<file path="src/rtl/pipe_pkg.sv">
// Shared pipeline definitions: opcodes, default widths, operand-use helpers
// and the ID/EX interlock FSM encoding.
package pipe_pkg;

    localparam int DEF_REG_INDEX_BIT_WIDTH = 4;
    localparam int DEF_BITWIDTH            = 32;

    localparam logic [3:0] OP_NOP    = 4'b0000;
    localparam logic [3:0] OP_LW     = 4'b0001;
    localparam logic [3:0] OP_BRANCH = 4'b0010;
    localparam logic [3:0] OP_SW     = 4'b0011;
    localparam logic [3:0] OP_ADD    = 4'b1100;

    localparam logic [1:0] ST_RUN      = 2'd0;
    localparam logic [1:0] ST_BUBBLE   = 2'd1;
    localparam logic [1:0] ST_MEM_WAIT = 2'd2;

    function automatic logic uses_rt(input logic [3:0] op);
        return (op == OP_ADD) || (op == OP_SW) || (op == OP_BRANCH);
    endfunction

    function automatic logic writes_rd(input logic [3:0] op);
        return (op == OP_ADD) || (op == OP_LW);
    endfunction

endpackage

</file>
<file path="src/rtl/load_use_detect.sv">
// Flags an ID instruction that reads the destination of a load now in EX.
module load_use_detect
    import pipe_pkg::*;
#(
    parameter int RW = DEF_REG_INDEX_BIT_WIDTH
) (
    input  logic          id_valid_i,
    input  logic [3:0]    id_opcode_i,
    input  logic [RW-1:0] id_rs_index_i,
    input  logic [RW-1:0] id_rt_index_i,
    input  logic          ex_valid_i,
    input  logic [3:0]    ex_opcode_i,
    input  logic [RW-1:0] ex_rd_index_i,
    output logic          lu_o
);

    logic rs_hit;
    logic rt_hit;

    always_comb begin
        rs_hit = (ex_rd_index_i == id_rs_index_i);
        rt_hit = uses_rt(id_opcode_i) && (ex_rd_index_i == id_rt_index_i);
        lu_o   = id_valid_i && ex_valid_i && (ex_opcode_i == OP_LW) && (rs_hit || rt_hit);
    end

endmodule

</file>
<file path="src/rtl/id_ex_stage.sv">
// ID/EX pipeline register with load-use bubble insertion, branch flush and
// a hold state that waits out a busy data memory.
module id_ex_stage
    import pipe_pkg::*;
#(
    parameter int REG_INDEX_BIT_WIDTH = DEF_REG_INDEX_BIT_WIDTH,
    parameter int bitwidth            = DEF_BITWIDTH,
    parameter int CNT_WIDTH           = 16
) (
    input  logic                           clk,
    input  logic                           rst,
    input  logic                           id_valid,
    input  logic [3:0]                     id_opcode,
    input  logic [REG_INDEX_BIT_WIDTH-1:0] id_rs_index,
    input  logic [REG_INDEX_BIT_WIDTH-1:0] id_rt_index,
    input  logic [REG_INDEX_BIT_WIDTH-1:0] id_rd_index,
    input  logic [bitwidth-1:0]            id_rs_data,
    input  logic [bitwidth-1:0]            id_rt_data,
    input  logic                           mem_busy,
    input  logic                           branch_taken,
    output logic                           stall_if_id,
    output logic                           ex_valid,
    output logic [3:0]                     ex_opcode,
    output logic [REG_INDEX_BIT_WIDTH-1:0] ex_rs_index,
    output logic [REG_INDEX_BIT_WIDTH-1:0] ex_rt_index,
    output logic [REG_INDEX_BIT_WIDTH-1:0] ex_rd_index,
    output logic [bitwidth-1:0]            ex_rs_data,
    output logic [bitwidth-1:0]            ex_rt_data,
    output logic [CNT_WIDTH-1:0]           stall_count
);

    localparam int RW = REG_INDEX_BIT_WIDTH;

    logic [1:0]           state_q, state_d;
    logic                 pend_q, pend_d;
    logic                 valid_q, valid_d;
    logic [3:0]           op_q, op_d;
    logic [RW-1:0]        rs_q, rs_d, rt_q, rt_d, rd_q, rd_d;
    logic [bitwidth-1:0]  rsd_q, rsd_d, rtd_q, rtd_d;
    logic [CNT_WIDTH-1:0] cnt_q, cnt_d;
    logic                 lu;
    logic                 flush_now;
    logic                 load_bubble;
    logic                 load_id;

    load_use_detect #(.RW(RW)) u_lu (
        .id_valid_i    (id_valid),
        .id_opcode_i   (id_opcode),
        .id_rs_index_i (id_rs_index),
        .id_rt_index_i (id_rt_index),
        .ex_valid_i    (valid_q),
        .ex_opcode_i   (op_q),
        .ex_rd_index_i (rd_q),
        .lu_o          (lu)
    );

    // pend_q can only be set while in MEM_WAIT, so it is harmless elsewhere
    assign flush_now   = branch_taken || pend_q;
    assign stall_if_id = !rst && (mem_busy || (state_q == ST_MEM_WAIT) || (lu && !flush_now));

    always_comb begin
        state_d     = state_q;
        pend_d      = pend_q;
        cnt_d       = cnt_q;
        load_bubble = 1'b0;
        load_id     = 1'b0;
        if (state_q == ST_MEM_WAIT) begin
            if (branch_taken) pend_d = 1'b1;
            if (!mem_busy) begin
                state_d = ST_RUN;
                pend_d  = 1'b0;
                if (flush_now) load_bubble = 1'b1;
                else           load_id     = 1'b1;
            end
        end else if (mem_busy) begin
            state_d = ST_MEM_WAIT;
            pend_d  = branch_taken;
        end else if (branch_taken) begin
            state_d     = ST_RUN;
            load_bubble = 1'b1;
        end else if (lu) begin
            state_d     = ST_BUBBLE;
            load_bubble = 1'b1;
            if (cnt_q != '1) cnt_d = cnt_q + 1'b1;
        end else begin
            state_d = ST_RUN;
            load_id = 1'b1;
        end
    end

    always_comb begin
        valid_d = valid_q;
        op_d    = op_q;
        rs_d    = rs_q;
        rt_d    = rt_q;
        rd_d    = rd_q;
        rsd_d   = rsd_q;
        rtd_d   = rtd_q;
        if (load_bubble) begin
            valid_d = 1'b0;
            op_d    = OP_NOP;
            rs_d    = '0;
            rt_d    = '0;
            rd_d    = '0;
            rsd_d   = '0;
            rtd_d   = '0;
        end else if (load_id) begin
            valid_d = id_valid;
            op_d    = id_opcode;
            rs_d    = id_rs_index;
            rt_d    = id_rt_index;
            rd_d    = id_rd_index;
            rsd_d   = id_rs_data;
            rtd_d   = id_rt_data;
        end
    end

    always_ff @(posedge clk) begin
        if (rst) begin
            state_q <= ST_RUN;
            pend_q  <= 1'b0;
            valid_q <= 1'b0;
            op_q    <= OP_NOP;
            rs_q    <= '0;
            rt_q    <= '0;
            rd_q    <= '0;
            rsd_q   <= '0;
            rtd_q   <= '0;
            cnt_q   <= '0;
        end else begin
            state_q <= state_d;
            pend_q  <= pend_d;
            valid_q <= valid_d;
            op_q    <= op_d;
            rs_q    <= rs_d;
            rt_q    <= rt_d;
            rd_q    <= rd_d;
            rsd_q   <= rsd_d;
            rtd_q   <= rtd_d;
            cnt_q   <= cnt_d;
        end
    end

    assign ex_valid    = valid_q;
    assign ex_opcode   = op_q;
    assign ex_rs_index = rs_q;
    assign ex_rt_index = rt_q;
    assign ex_rd_index = rd_q;
    assign ex_rs_data  = rsd_q;
    assign ex_rt_data  = rtd_q;
    assign stall_count = cnt_q;

endmodule

</file>
<file path="config.mk">
export PLATFORM = sky130hd
export DESIGN_NAME = id_ex_stage
export DESIGN_NICKNAME = d
export VERILOG_FILES = /design/src/rtl/pipe_pkg.sv /design/src/rtl/load_use_detect.sv /design/src/rtl/id_ex_stage.sv
export SDC_FILE = /design/constraint.sdc
export NUM_CORES = 1
export LEC_CHECK = 0
export BUFFER_PORTS_ARGS = -buffer_cell sky130_fd_sc_hd__buf_4
export CAP_MARGIN = 15
export CORE_MARGIN = 3
export CORE_UTILIZATION = 42
export DETAILED_ROUTE_END_ITERATION = 8
export HOLD_SLACK_MARGIN = 0.05
export PLACE_DENSITY = 0.76
export SLEW_MARGIN = 10
export SYNTH_ARGS = -nofsm -noshare
export SYNTH_HDL_FRONTEND = slang
export SYNTH_SLANG_ARGS = --single-unit
</file>
<file path="constraint.sdc">
create_clock -name clk -period 1.78 [get_ports clk]
set_input_delay 0.178 -clock clk [delete_from_list [all_inputs] [get_ports clk]]
set_output_delay 0.178 -clock clk [all_outputs]
set_load 0.05 [all_outputs]
</file>
==> metrics.md, run 1 <==
| Metric | Value |
|---|---|
| Hold_sp | `id_rt_data[24]` |
| P_int | `3.376 mW` |
| Die area | `10,790 µm²` |
| Endpoint, Worst Hold | `ex_rt_data[24]` |
| PD cells | `692.4 nW/µm²` |
| Sw power | `1.368 mW` |
| Vias per cell | `4.959` |
| Worst clock skew | `13.62 ps` |
| Worst-path maximum fanout | `3` |
| Final Hold Viols | `0` |
| Initial antenna violation count | `0` |
| Routed via count | `3,898` |
| Clock transition at the registers of the reported paths | `100 ps` |
| Synth top cells by count | `100 x dfxtp_1, 91 x nor2_1, 81 x mux2i_1` |
| Leakage | `3.033 nW` |
| Port Buffer Count | `182` |
| Max Transition Viols Final | `0` |
| Reg-to-Reg Start | `ex_rd_index[2]` |
| H-tree depth | `3` |
| Largest cells by area after synthesis | `dfxtp_1 50%, mux2i_1 20%, nor2_1 8.5%` |
| Share of the synthesized area in the top cell type | `0.4974` |
| Worst slew pin tran | `298.7 ps` |
| Post-Layout Cell Count | `786` |
| Sequential power share | `0.493` |
| TritonCTS sink count | `100` |
| DP Wirelength | `8.449 mm` |
| Inst Count DP | `724` |
| Max Buffers Root-to-Sink | `2` |
| Total Routing Usage GR | `0.2150` |
| Cell row count | `35` |
| First-pass GRT wire length | `19.16 mm` |
| Fin crit share | `1.154` |
| Sequential fraction of the synthesis area | `0.4974` |
| Cell Chain, Critical Path | `xnor2_2, nand4_1, o21ai_2, nand2_2, or3_4, a21oi_4, buf_6` |
| DRC violations left | `0` |
| Vias in the first global route | `3,986` |
| RSZ-0062 raised after global routing | `yes` |
| Mapped Cells | `404` |
| Hold depth | `3` |
| Max-cap violations | `0` |
| Combinational power share | `0.217` |
| Post-Route WL | `12.73 mm` |
| Post-synth EDFFs | `0` |
| VDD IR-drop max | `532.7 µV` |
| Final setup fails | `78` |
| Final Worst Setup Slack | `-273.4 ps` |
| CTS Buf Count | `9` |
| Wire per inst | `16.19 µm` |
| Starting density of the core | `0.4336` |
| Status | `finished, violations left` |
| TritonCTS clock tree | `built` |
| CP required | `1600 ps` |
| Drt initial violations | `126` |
| Area grow syn2layout | `70.22%` |
| Area leader, netlist | `dfxtp_1` |
| Die height | `103.9 µm` |
| Worst-case reg-to-reg path depth | `9` |
| Async S/R FF share, synth | `0` |
| CP Launch Type | `register` |
| Drt first pass iters | `4` |
| Kind of critical path | `reg2out` |
| Most frequent cell after synthesis | `dfxtp_1` |
| Ant diodes | `0` |
| Largest net degree at the start of global routing | `37` |
| Clock power share | `0.291` |
| Net Sw Frac | `0.2884` |
| Core area | `9284 µm²` |
| Final hold slack | `53.42 ps` |
| ANT nets after route | `0` |
| Worst Setup End Kind | `output pin` |
| Failing checks | `setup timing` |
| Slew HR | `0.7992` |
| Maximum clock frequency | `0.4870 GHz` |
| Yosys warnings | `0` |
| I/O Pins | `183` |
| WP data arrival | `1880 ps` |
| Slowest stage cell on the critical path | `dfxtp_4` |
| Largest stage delay on the critical path | `370 ps` |
| Post-Synthesis Cell Area | `4025 µm²` |
| Worst R2R Setup Slack | `-220 ps` |
| Synth Register Bits | `100` |
| Clock Latency Late Sink | `360 ps` |
| Placer Congestion | `0.8525` |
| Total grt overflow | `0` |
| Syn nets | `490` |
| Layout cell share with drive strength beyond 1 | `0.4642` |
| Min Tclk post-route | `2053 ps` |
| Layout Nets | `739` |
| Root buffer cell | `clkbuf_8` |
| Hold Crit Class | `in2reg` |
| Dominant synthesized flop cell | `dfxtp_1` |
| Mapped Avg Cell Area | `9.963 µm²` |
| Synth cell types | `39` |
| RR Endpoint | `stall_count[4]` |
| Die width | `103.9 µm` |
[stage by stage]
stage | power (mW) | cell area [µm²] | setup slack (ps) | setup TNS (ps) | utilization
CTS | 4.667 | 6484 | -325.6 | -1788 | 0.6984
global placement | 3.233 | 5861 | -10.20 | -56.99 | 0.6313
global route | 4.940 | 6852 | -375.4 | -16990 | 0.7380
finish | 4.744 | 6852 | -273.4 | -8555 | 0.7380
floorplan | 2.883 | 4119 | -161.1 | -181.7 | -
detailed placement | 3.251 | 5861 | -80.71 | -817.1 | 0.6313
[worst max path at each step]
stage                         from              to  slack (ps)  cells past startpoint
floorplan           ex_rd_index[2]     stall_if_id        -160                      7
global placement      id_opcode[1]  stall_count[4]         -10                      8
detailed placement    id_opcode[1]  stall_count[4]         -80                      8
CTS                 ex_rd_index[1]     stall_if_id        -330                      7
global route        ex_rd_index[1]     stall_if_id        -380                      7
finish              ex_rd_index[2]     stall_if_id        -270                      7
[power by group through the flow]
stage | clock, mW | combinational, mW | sequential, mW
after floorplan | 0 | 0.267 | 2.62
final | 1.38 | 1.03 | 2.34
after CTS | 1.40 | 0.934 | 2.34
after global routing | 1.51 | 1.08 | 2.35
after global placement | 0 | 0.852 | 2.38
after detailed placement | 0 | 0.866 | 2.39
[cells by family (layout without fill, tap and decap cells)]
kind of cell	Yosys count	after routing	share of synthesized area
multiplexers	86	86	0.2154
AND/OR/NAND/NOR	152	152	0.1834
adder cells (fa/ha/maj)	1	1	0.003108
XOR/XNOR	9	9	0.01958
flip-flops	100	100	0.4974
AO/OA/AOI/OAI	30	30	0.04507
buffers and inverters	26	279	0.03606
[state kept, by name, indices dropped and copies added, names as in the netlist]
register and count:
ex_rd_index 4, ex_valid 1, ex_rs_index 4, ex_rs_data 32, ex_rt_index 4, state_q 2
ex_rt_data 32, ex_opcode 4, pend_q 1, stall_count 16
[cell usage in the layout (no fill, tap or decap), drive strengths merged, types with 2 or more instances in the layout]
cell type | synthesis | routed
buf | 12 | 226
dfxtp | 100 | 100
nor2 | 92 | 92
mux2i | 81 | 81
dlygate4sd3 | 0 | 30
clkbuf | 13 | 18
a21oi | 13 | 13
nand3 | 11 | 11
xnor2 | 9 | 9
nor2b | 8 | 8
nand2 | 7 | 7
or4 | 7 | 7
o31ai | 6 | 6
o21ai | 6 | 6
mux2 | 5 | 5
nand4 | 5 | 5
nor3 | 5 | 5
or3 | 4 | 4
inv | 1 | 4
and3 | 3 | 3
nand4b | 2 | 2
nor3b | 2 | 2
and2 | 2 | 2
nor4 | 2 | 2
[routing by layer]
layer  vias up  global-route usage  part of all wire
met1      1847              0.2308              0.39
met2       125              0.3946              0.52
met3        28             0.07387             0.068
met5         -                   0                 0
li1       1898                   -                 -
met4         0             0.06838             0.028
[worst max-delay path, delay by kind of cell (launching register included)]
family / cells / cell delay (ps)
DFF: 1 / 370
and+or+nand+nor: 3 / 540
xor gates and xnor gates: 1 / 140
buffers and inverters: 1 / 170
AOI/OAI and AO/OA: 2 / 300
[what timing repair did]
action | 4_1_cts | 5_1_grt
gates cloned | 1 | 7
pin swaps | 16 | 8
resized for setup | 21 | 28
buffers inserted | 3 | 6
endpoints found under the hold margin | 29 | 1
setup endpoints to repair | 10 | 99
hold buffers | 29 | 1
[final cells by class]
cell class                      instances  area (µm²)
Clock inverter                          4       28.78
Multi-Input combinational cell        278        2092
Inverter                                1       3.754
Sequential cell                       100        2056
Clock buffer                           11       152.6
Timing Repair Buffer                  263        2357
Tap cell                              129       161.4
Fill cell                             650        2432
Power figures use the tool's default switching activity.
==> run 2: changes to the inputs <==
--- a/config.mk
+++ b/config.mk
@@ -5,13 +5,15 @@
 export SDC_FILE = /design/constraint.sdc
 export NUM_CORES = 1
 export LEC_CHECK = 0
+export ABC_AREA = 1
 export BUFFER_PORTS_ARGS = -buffer_cell sky130_fd_sc_hd__buf_4
 export CAP_MARGIN = 15
 export CORE_MARGIN = 3
-export CORE_UTILIZATION = 42
+export CORE_UTILIZATION = 44
+export CTS_CLUSTER_DIAMETER = 100
 export DETAILED_ROUTE_END_ITERATION = 8
 export HOLD_SLACK_MARGIN = 0.05
-export PLACE_DENSITY = 0.76
+export PLACE_DENSITY = 0.77
 export SLEW_MARGIN = 10
 export SYNTH_ARGS = -nofsm -noshare
 export SYNTH_HDL_FRONTEND = slang
==> run 2 against run 1 <==
Effect of this change: the flow still finishes with violations (setup timing); combinational power up 31%; design area up 10%; synthesized cell count up 37%; first-iteration DRC count up 130%; global-route usage up 0.069 points; synthesized area up 11%; critical path type unchanged.
==> metrics.md, run 2 <==
| Metric | Value |
|---|---|
| Inst Count DP | `857 (was 724)` |
| Min Tclk post-route | `1907 ps (was 2053 ps)` |
| Synth top cells by count | `124 x nand2_1, 102 x nand3_1, 100 x dfxtp_1 (was 100 x dfxtp_1, 91 x nor2_1, 81 x mux2i_1)` |
| Commonest non-fill, non-tap cell in the layout | `buf_4 (unchanged)` |
| WP data arrival | `1730 ps (was 1880 ps)` |
| Synth Register Bits | `100 (unchanged)` |
| Routed via count | `5,033 (was 3,898)` |
| First-pass GRT wire length | `20.20 mm (was 19.16 mm)` |
| Reg-to-Reg Start | `ex_rd_index[1] (was ex_rd_index[2])` |
| Post-Route Utilization | `0.7703 (was 0.7380)` |
| Die width | `106.8 µm (was 103.9 µm)` |
| DP Wirelength | `8.877 mm (was 8.449 mm)` |
| Root buffer cell | `clkbuf_8 (unchanged)` |
| RSZ-0062 raised after global routing | `yes (unchanged)` |
| I/O Pins | `183 (unchanged)` |
| Max Transition Viols Final | `0 (unchanged)` |
| Layout Nets | `878 (was 739)` |
| CP required | `1600 ps (about the same)` |
| Fin crit share | `1.071 (was 1.154)` |
| H-tree depth | `3 (unchanged)` |
| Worst-case reg-to-reg path depth | `14 (was 9)` |
| Post-synth EDFFs | `0 (unchanged)` |
| Total grt overflow | `0 (unchanged)` |
| Endpoint, Worst Hold | `ex_rd_index[3] (was ex_rt_data[24])` |
| Maximum clock frequency | `0.5245 GHz (was 0.4870 GHz)` |
| CP Launch Type | `register (unchanged)` |
| Async S/R FF share, synth | `0 (unchanged)` |
| Max-cap violations | `0 (unchanged)` |
| Status | `finished, violations left (unchanged)` |
| Hold Crit Class | `in2reg (unchanged)` |
| Mapped Avg Cell Area | `8.065 µm² (was 9.963 µm²)` |
| Share of the synthesized area in the top cell type | `0.4481 (was 0.4974)` |
| Clock transition at the registers of the reported paths | `110 ps (was 100 ps)` |
| Synth cell types | `27 (was 39)` |
| Area grow syn2layout | `69.28% (was 70.22%)` |
| Die area | `11,400 µm² (was 10,790 µm²)` |
| Dominant synthesized flop cell | `dfxtp_1 (unchanged)` |
| Total power | `5.122 mW (was 4.744 mW)` |
| Worst Setup End Kind | `output pin (unchanged)` |
| Post-Route WL | `17.00 mm (was 12.73 mm)` |
| DRC violations left | `0 (unchanged)` |
| Kind of critical path | `reg2out (unchanged)` |
| Post-Layout Cell Count | `930 (was 786)` |
| Mapped Cells | `554 (was 404)` |
| Most frequent cell after synthesis | `nand2_1 (was dfxtp_1)` |
| RR Endpoint | `ex_opcode[2] (was stall_count[4])` |
| TritonCTS clock tree | `built (unchanged)` |
| Port Buffer Count | `182 (unchanged)` |
| Worst slew pin tran | `381.5 ps (was 298.7 ps)` |
| Commonest cells after routing, fill and taps aside | `198 x buf_4, 91 x nand3_1, 87 x dfxtp_1 (was 209 x buf_4, 90 x nor2_1, 79 x dfxtp_1)` |
| Core area | `9819 µm² (was 9284 µm²)` |
| Vias per cell | `5.412 (was 4.959)` |
| Starting density of the core | `0.4550 (was 0.4336)` |
| Syn nets | `640 (was 490)` |
| Post-Synthesis Cell Area | `4468 µm² (was 4025 µm²)` |
| Vias in the first global route | `4,327 (was 3,986)` |
| PD cells | `677.2 nW/µm² (was 692.4 nW/µm²)` |
| Worst R2R Setup Slack | `-90 ps (was -220 ps)` |
| Total Routing Usage GR | `0.2157 (was 0.2150)` |
| Largest net degree at the start of global routing | `57 (was 37)` |
| Final Worst Setup Slack | `-126.5 ps (was -273.4 ps)` |
| ANT nets after route | `0 (unchanged)` |
| Clock Latency Late Sink | `360 ps (about the same)` |
| Final Hold Viols | `0 (unchanged)` |
| Largest cells by area after synthesis | `dfxtp_1 45%, a21oi_2 12%, nand3_1 11% (was dfxtp_1 50%, mux2i_1 20%, nor2_1 8.5%)` |
| Area leader, netlist | `dfxtp_1 (unchanged)` |
| Slew HR | `0.7430 (was 0.7992)` |
| Sequential fraction of the synthesis area | `0.4481 (was 0.4974)` |
| Initial antenna violation count | `0 (unchanged)` |
| Drt initial violations | `287 (was 126)` |
| Leakage | `3.280 nW (was 3.033 nW)` |
| Yosys warnings | `0 (unchanged)` |
| Placer Congestion | `0.8009 (was 0.8525)` |
| VDD IR-drop max | `477.2 µV (was 532.7 µV)` |
| Worst-path maximum fanout | `4 (was 3)` |
| Die height | `106.8 µm (was 103.9 µm)` |
| Failing checks | `setup timing (unchanged)` |
| Final setup fails | `78 (unchanged)` |
| Hold_sp | `id_rd_index[3] (was id_rt_data[24])` |
| CTS Buf Count | `9 (unchanged)` |
| Drt first pass iters | `5 (was 4)` |
| Hold depth | `3 (unchanged)` |
| Max Buffers Root-to-Sink | `2 (unchanged)` |
| Wire per inst | `18.28 µm (was 16.19 µm)` |
| Ant diodes | `0 (unchanged)` |
| Worst clock skew | `20.82 ps (was 13.62 ps)` |
| Layout cell share with drive strength beyond 1 | `0.5370 (was 0.4642)` |
| Cell row count | `36 (was 35)` |
| TritonCTS sink count | `100 (unchanged)` |
run 2: worst max path at each step:
stage,from,to,slack (ps),cells past startpoint
after floorplan,ex_rd_index[3],stall_count[11],3,12
after global placement,stall_count[0],stall_count[2],-70,10
after detailed placement,stall_count[0],stall_count[9],-190,10
after CTS,ex_opcode[1],stall_if_id,-170,7
after global routing,ex_opcode[2],stall_if_id,-190,7
final,ex_rd_index[1],stall_if_id,-130,9
run 2: through the flow:
step | area (µm²) | hold WS (ps) | setup TNS (ps) | setup WS, ps
floorplan | 4497 | 250.4 | 0 | 3.043
global placement | 6013 | 401.2 | -527.6 | -71.71
detailed placement | 6013 | 417.2 | -1772 | -192.2
CTS | 6294 | 50.39 | -171.1 | -171.1
global route | 7564 | 57.70 | -9116 | -192.9
finish | 7564 | 61.92 | -3206 | -126.5
run 2: cell families after synthesis:
| logic type | count (synthesis) | share of synthesized area |
|---|---|---|
| AND/OR/NAND/NOR | 280 | 0.2868 |
| AO/OA/AOI/OAI | 103 | 0.1689 |
| flip-flops | 100 | 0.4481 |
| buffers and inverters | 66 | 0.08569 |
| XOR/XNOR | 4 | 0.007840 |
| adder cells (fa/ha/maj) | 1 | 0.002800 |
run 2: repair_timing:
action / in CTS / in global routing
pin swaps: 1 / 43
buffers inserted: 1 / 11
hold endpoints to repair: 9 / 6
hold buffers: 8 / 6
gates cloned: 0 / 32
resized for setup: 2 / 140
setup endpoints to repair: 13 / 95
run 2: area by class of cell:
type                    count  area [µm²]
clock inverters             6       46.29
repair buffers            255        2440
fillers                   665        2256
well taps                 133       166.4
clock buffers              10       137.6
flip-flops and latches    100        2033
multi-input cells         395        2624
inverters                  31       116.4
run 2: where the power goes:
part	switching (mW)	internal (mW)	leakage, nW	total, mW
combinational	0.782	0.572	2.37	1.35
clock	0.847	0.558	0.0893	1.41
sequential	0.0535	2.31	0.820	2.36
total	1.68	3.44	3.28	5.12
run 2: per-layer routing:
layer / vias to the layer above / part of all wire / track usage / routed length, µm
met3: 46 / 0.073 / 0.05719 / 1240
met4: 0 / 0.032 / 0.08311 / 538
met2: 222 / 0.50 / 0.3588 / 8460
li1: 2331 / - / - / -
met5: - / 0 / 0 / 0
met1: 2434 / 0.40 / 0.2670 / 6759
run 2: critical path: stages, from the launching register on:
cell and delay [ps]:
dfxtp_4 390, inv_2 40, nand2_2 60, nand2_1 60, nor2_1 140, nand3_2 100
nand2_4 120, nand3_4 90, a21oi_4 180, buf_6 180
==> run 3: changes to the inputs <==
--- a/config.mk
+++ b/config.mk
@@ -6,14 +6,14 @@
 export NUM_CORES = 1
 export LEC_CHECK = 0
 export ABC_AREA = 1
-export BUFFER_PORTS_ARGS = -buffer_cell sky130_fd_sc_hd__buf_4
 export CAP_MARGIN = 15
 export CORE_MARGIN = 3
-export CORE_UTILIZATION = 44
+export CORE_UTILIZATION = 57
 export CTS_CLUSTER_DIAMETER = 100
 export DETAILED_ROUTE_END_ITERATION = 8
+export DONT_BUFFER_PORTS = 1
 export HOLD_SLACK_MARGIN = 0.05
-export PLACE_DENSITY = 0.77
+export PLACE_DENSITY = 0.75
 export SLEW_MARGIN = 10
 export SYNTH_ARGS = -nofsm -noshare
 export SYNTH_HDL_FRONTEND = slang
==> run 3 against run 2 <==
Effect of this change: the run still ends with setup timing left; largest power group unchanged; register-to-register slack gained 80 ps; sequential power increased by 8%; fmax increased by 6.6%; largest cell class unchanged; critical path type is now reg2reg.
==> metrics.md, run 3 (same netlist as run 2, synthesis figures left out) <==
| Metric | Value |
|---|---|
| ANT nets after route | `0 (unchanged)` |
| Starting density of the core | `0.6031 (was 0.4550)` |
| Die area | `8937 µm² (was 11,400 µm²)` |
| Kind of critical path | `reg2reg (was reg2out)` |
| Worst R2R Setup Slack | `-9 ps (was -90 ps)` |
| Core area | `7408 µm² (was 9819 µm²)` |
| Total Routing Usage GR | `0.2940 (was 0.2157)` |
| Layout cell share with drive strength beyond 1 | `0.2768 (was 0.5370)` |
| First-pass GRT wire length | `20.93 mm (was 20.20 mm)` |
| Drt initial violations | `253 (was 287)` |
| Max-cap violations | `0 (unchanged)` |
| Layout Nets | `771 (was 878)` |
| Worst Setup End Kind | `register (was output pin)` |
| Max Transition Viols Final | `0 (unchanged)` |
| Commonest non-fill, non-tap cell in the layout | `nand2_1 (was buf_4)` |
| Drt first pass iters | `5 (unchanged)` |
| Leakage | `2.456 nW (was 3.280 nW)` |
| Worst slew pin tran | `566.0 ps (was 381.5 ps)` |
| TritonCTS clock tree | `built (unchanged)` |
| Port Buffer Count | `0 (was 182)` |
| Die width | `94.54 µm (was 106.8 µm)` |
| Maximum clock frequency | `0.5590 GHz (was 0.5245 GHz)` |
| CTS Buf Count | `9 (unchanged)` |
| WP data arrival | `2080 ps (was 1730 ps)` |
| Worst-path maximum fanout | `13 (was 4)` |
| Largest net degree at the start of global routing | `82 (was 57)` |
| Fillcell total | `417 (was 665)` |
| Post-route design area | `6269 µm² (was 7564 µm²)` |
| Max Buffers Root-to-Sink | `2 (unchanged)` |
| VDD IR-drop max | `565.3 µV (was 477.2 µV)` |
| Wire per inst | `19.13 µm (was 18.28 µm)` |
| CP Launch Type | `register (unchanged)` |
| Hold Crit Class | `in2reg (unchanged)` |
| Post-Route Utilization | `0.8461 (was 0.7703)` |
| Placer Congestion | `0.8618 (was 0.8009)` |
| Area grow syn2layout | `40.30% (was 69.28%)` |
| Post-DP Area | `4912 µm² (was 6013 µm²)` |
| Fin crit share | `1.005 (was 1.071)` |
| DP Wirelength | `7.515 mm (was 8.877 mm)` |
| Clock Latency Late Sink | `360 ps (about the same)` |
| Vias per cell | `5.787 (was 5.412)` |
| Slew HR | `0.6222 (was 0.7430)` |
| Final Worst Setup Slack | `-8.949 ps (was -126.5 ps)` |
| Cell row count | `31 (was 36)` |
| Status | `finished, violations left (unchanged)` |
| Final setup fails | `1 (was 78)` |
| Initial antenna violation count | `0 (unchanged)` |
| H-tree depth | `3 (unchanged)` |
| Post-Route WL | `15.11 mm (was 17.00 mm)` |
| Die height | `94.54 µm (was 106.8 µm)` |
| Worst clock skew | `18.37 ps (was 20.82 ps)` |
| Total grt overflow | `0 (unchanged)` |
| Commonest cells after routing, fill and taps aside | `122 x nand2_1, 100 x nand3_1, 89 x dfxtp_1 (was 198 x buf_4, 91 x nand3_1, 87 x dfxtp_1)` |
| PD cells | `762.7 nW/µm² (was 677.2 nW/µm²)` |
| Vias in the first global route | `4,379 (was 4,327)` |
| DRC violations left | `0 (unchanged)` |
| Routed via count | `4,572 (was 5,033)` |
| I/O Pins | `183 (unchanged)` |
| Min Tclk post-route | `1789 ps (was 1907 ps)` |
| Root buffer cell | `clkbuf_8 (unchanged)` |
| Failing checks | `setup timing (unchanged)` |
| TritonCTS sink count | `100 (unchanged)` |
| Place WS | `122.5 ps (was -192.2 ps)` |
| RSZ-0062 raised after global routing | `yes (unchanged)` |
| Final Hold Viols | `0 (unchanged)` |
| CP required | `2070 ps (was 1600 ps)` |
| Clock transition at the registers of the reported paths | `100 ps (was 110 ps)` |
[run 3: cell types whose count changed in the layout (fill, tap and decap cells not counted), sizes merged]
cell,before,now
buf,226,62
clkbuf,25,18
clkinv,3,4
clkinvlp,2,0
diode,0,1
dlygate4sd3,14,84
inv,32,33
nand2,135,132
nor2,40,37
[run 3: critical path: stages, from the launching register on]
cell and delay, ps:
dfxtp_2 380, inv_1 60, nand2_1 60, nand2_1 50
nand2_1 50, inv_1 40, nand3_2 70, nand2_2 70
buf_4 150, nand2_4 90, nand2_8 120, nand2_4 160
clkbuf_16 180, nand2_1 90, a21oi_2 160
[run 3: final cells by class]
class	instances	area (µm²)	share of cell area
clock buffer	10	127.6	0.02036
tap	99	123.9	0.01976
antenna	1	2.502	0.0003992
timing repair buffer	154	1630	0.2601
multi-input combinational	389	2187	0.3489
sequential	100	2026	0.3232
inverter	31	116.4	0.01856
clock inverter	6	55.05	0.008782
[run 3: repair_timing]
action | CTS | global route
setup endpoints to repair | 1 | 96
setup buffers | 2 | 1
gates resized for setup | 1 | 24
endpoints found under the hold margin | 84 | 0
hold buffers | 84 | 0
gates cloned | 0 | 9
pin swaps | 4 | 10
[run 3: power by group]
group | switching (mW) | total [mW] | internal [mW]
Sequential | 0.225 | 2.54 | 2.31
Clock | 0.854 | 1.39 | 0.538
Combinational | 0.484 | 0.853 | 0.369
[run 3: final timing paths]
path,start,cells after the start,to
min reg2reg,ex_rs_data[27],2,ex_rs_data[27]
max,ex_rd_index[3],14,ex_rs_data[4]
min,mem_busy,2,pend_q
max reg2reg,ex_rd_index[3],14,ex_rs_data[4]
[run 3: through the flow]
step	total power [mW]	setup TNS, ps	cells	hold WS [ps]
detailed placement	3.149	0	677	254.1
global placement	3.132	0	677	256.7
floorplan	3.026	0	554	250.4
CTS	4.643	0	779	100.2
global route	4.930	-4561	789	138.9
finish	4.781	-8.949	790	107.4
[run 3: routing by layer]
layer / up-vias / GRT usage / part of all wire
li1: 2099 / - / -
met1: 2156 / 0.3274 / 0.37
met2: 260 / 0.5118 / 0.51
met3: 57 / 0.09243 / 0.086
met4: 0 / 0.1334 / 0.033
met5: - / 0 / 0
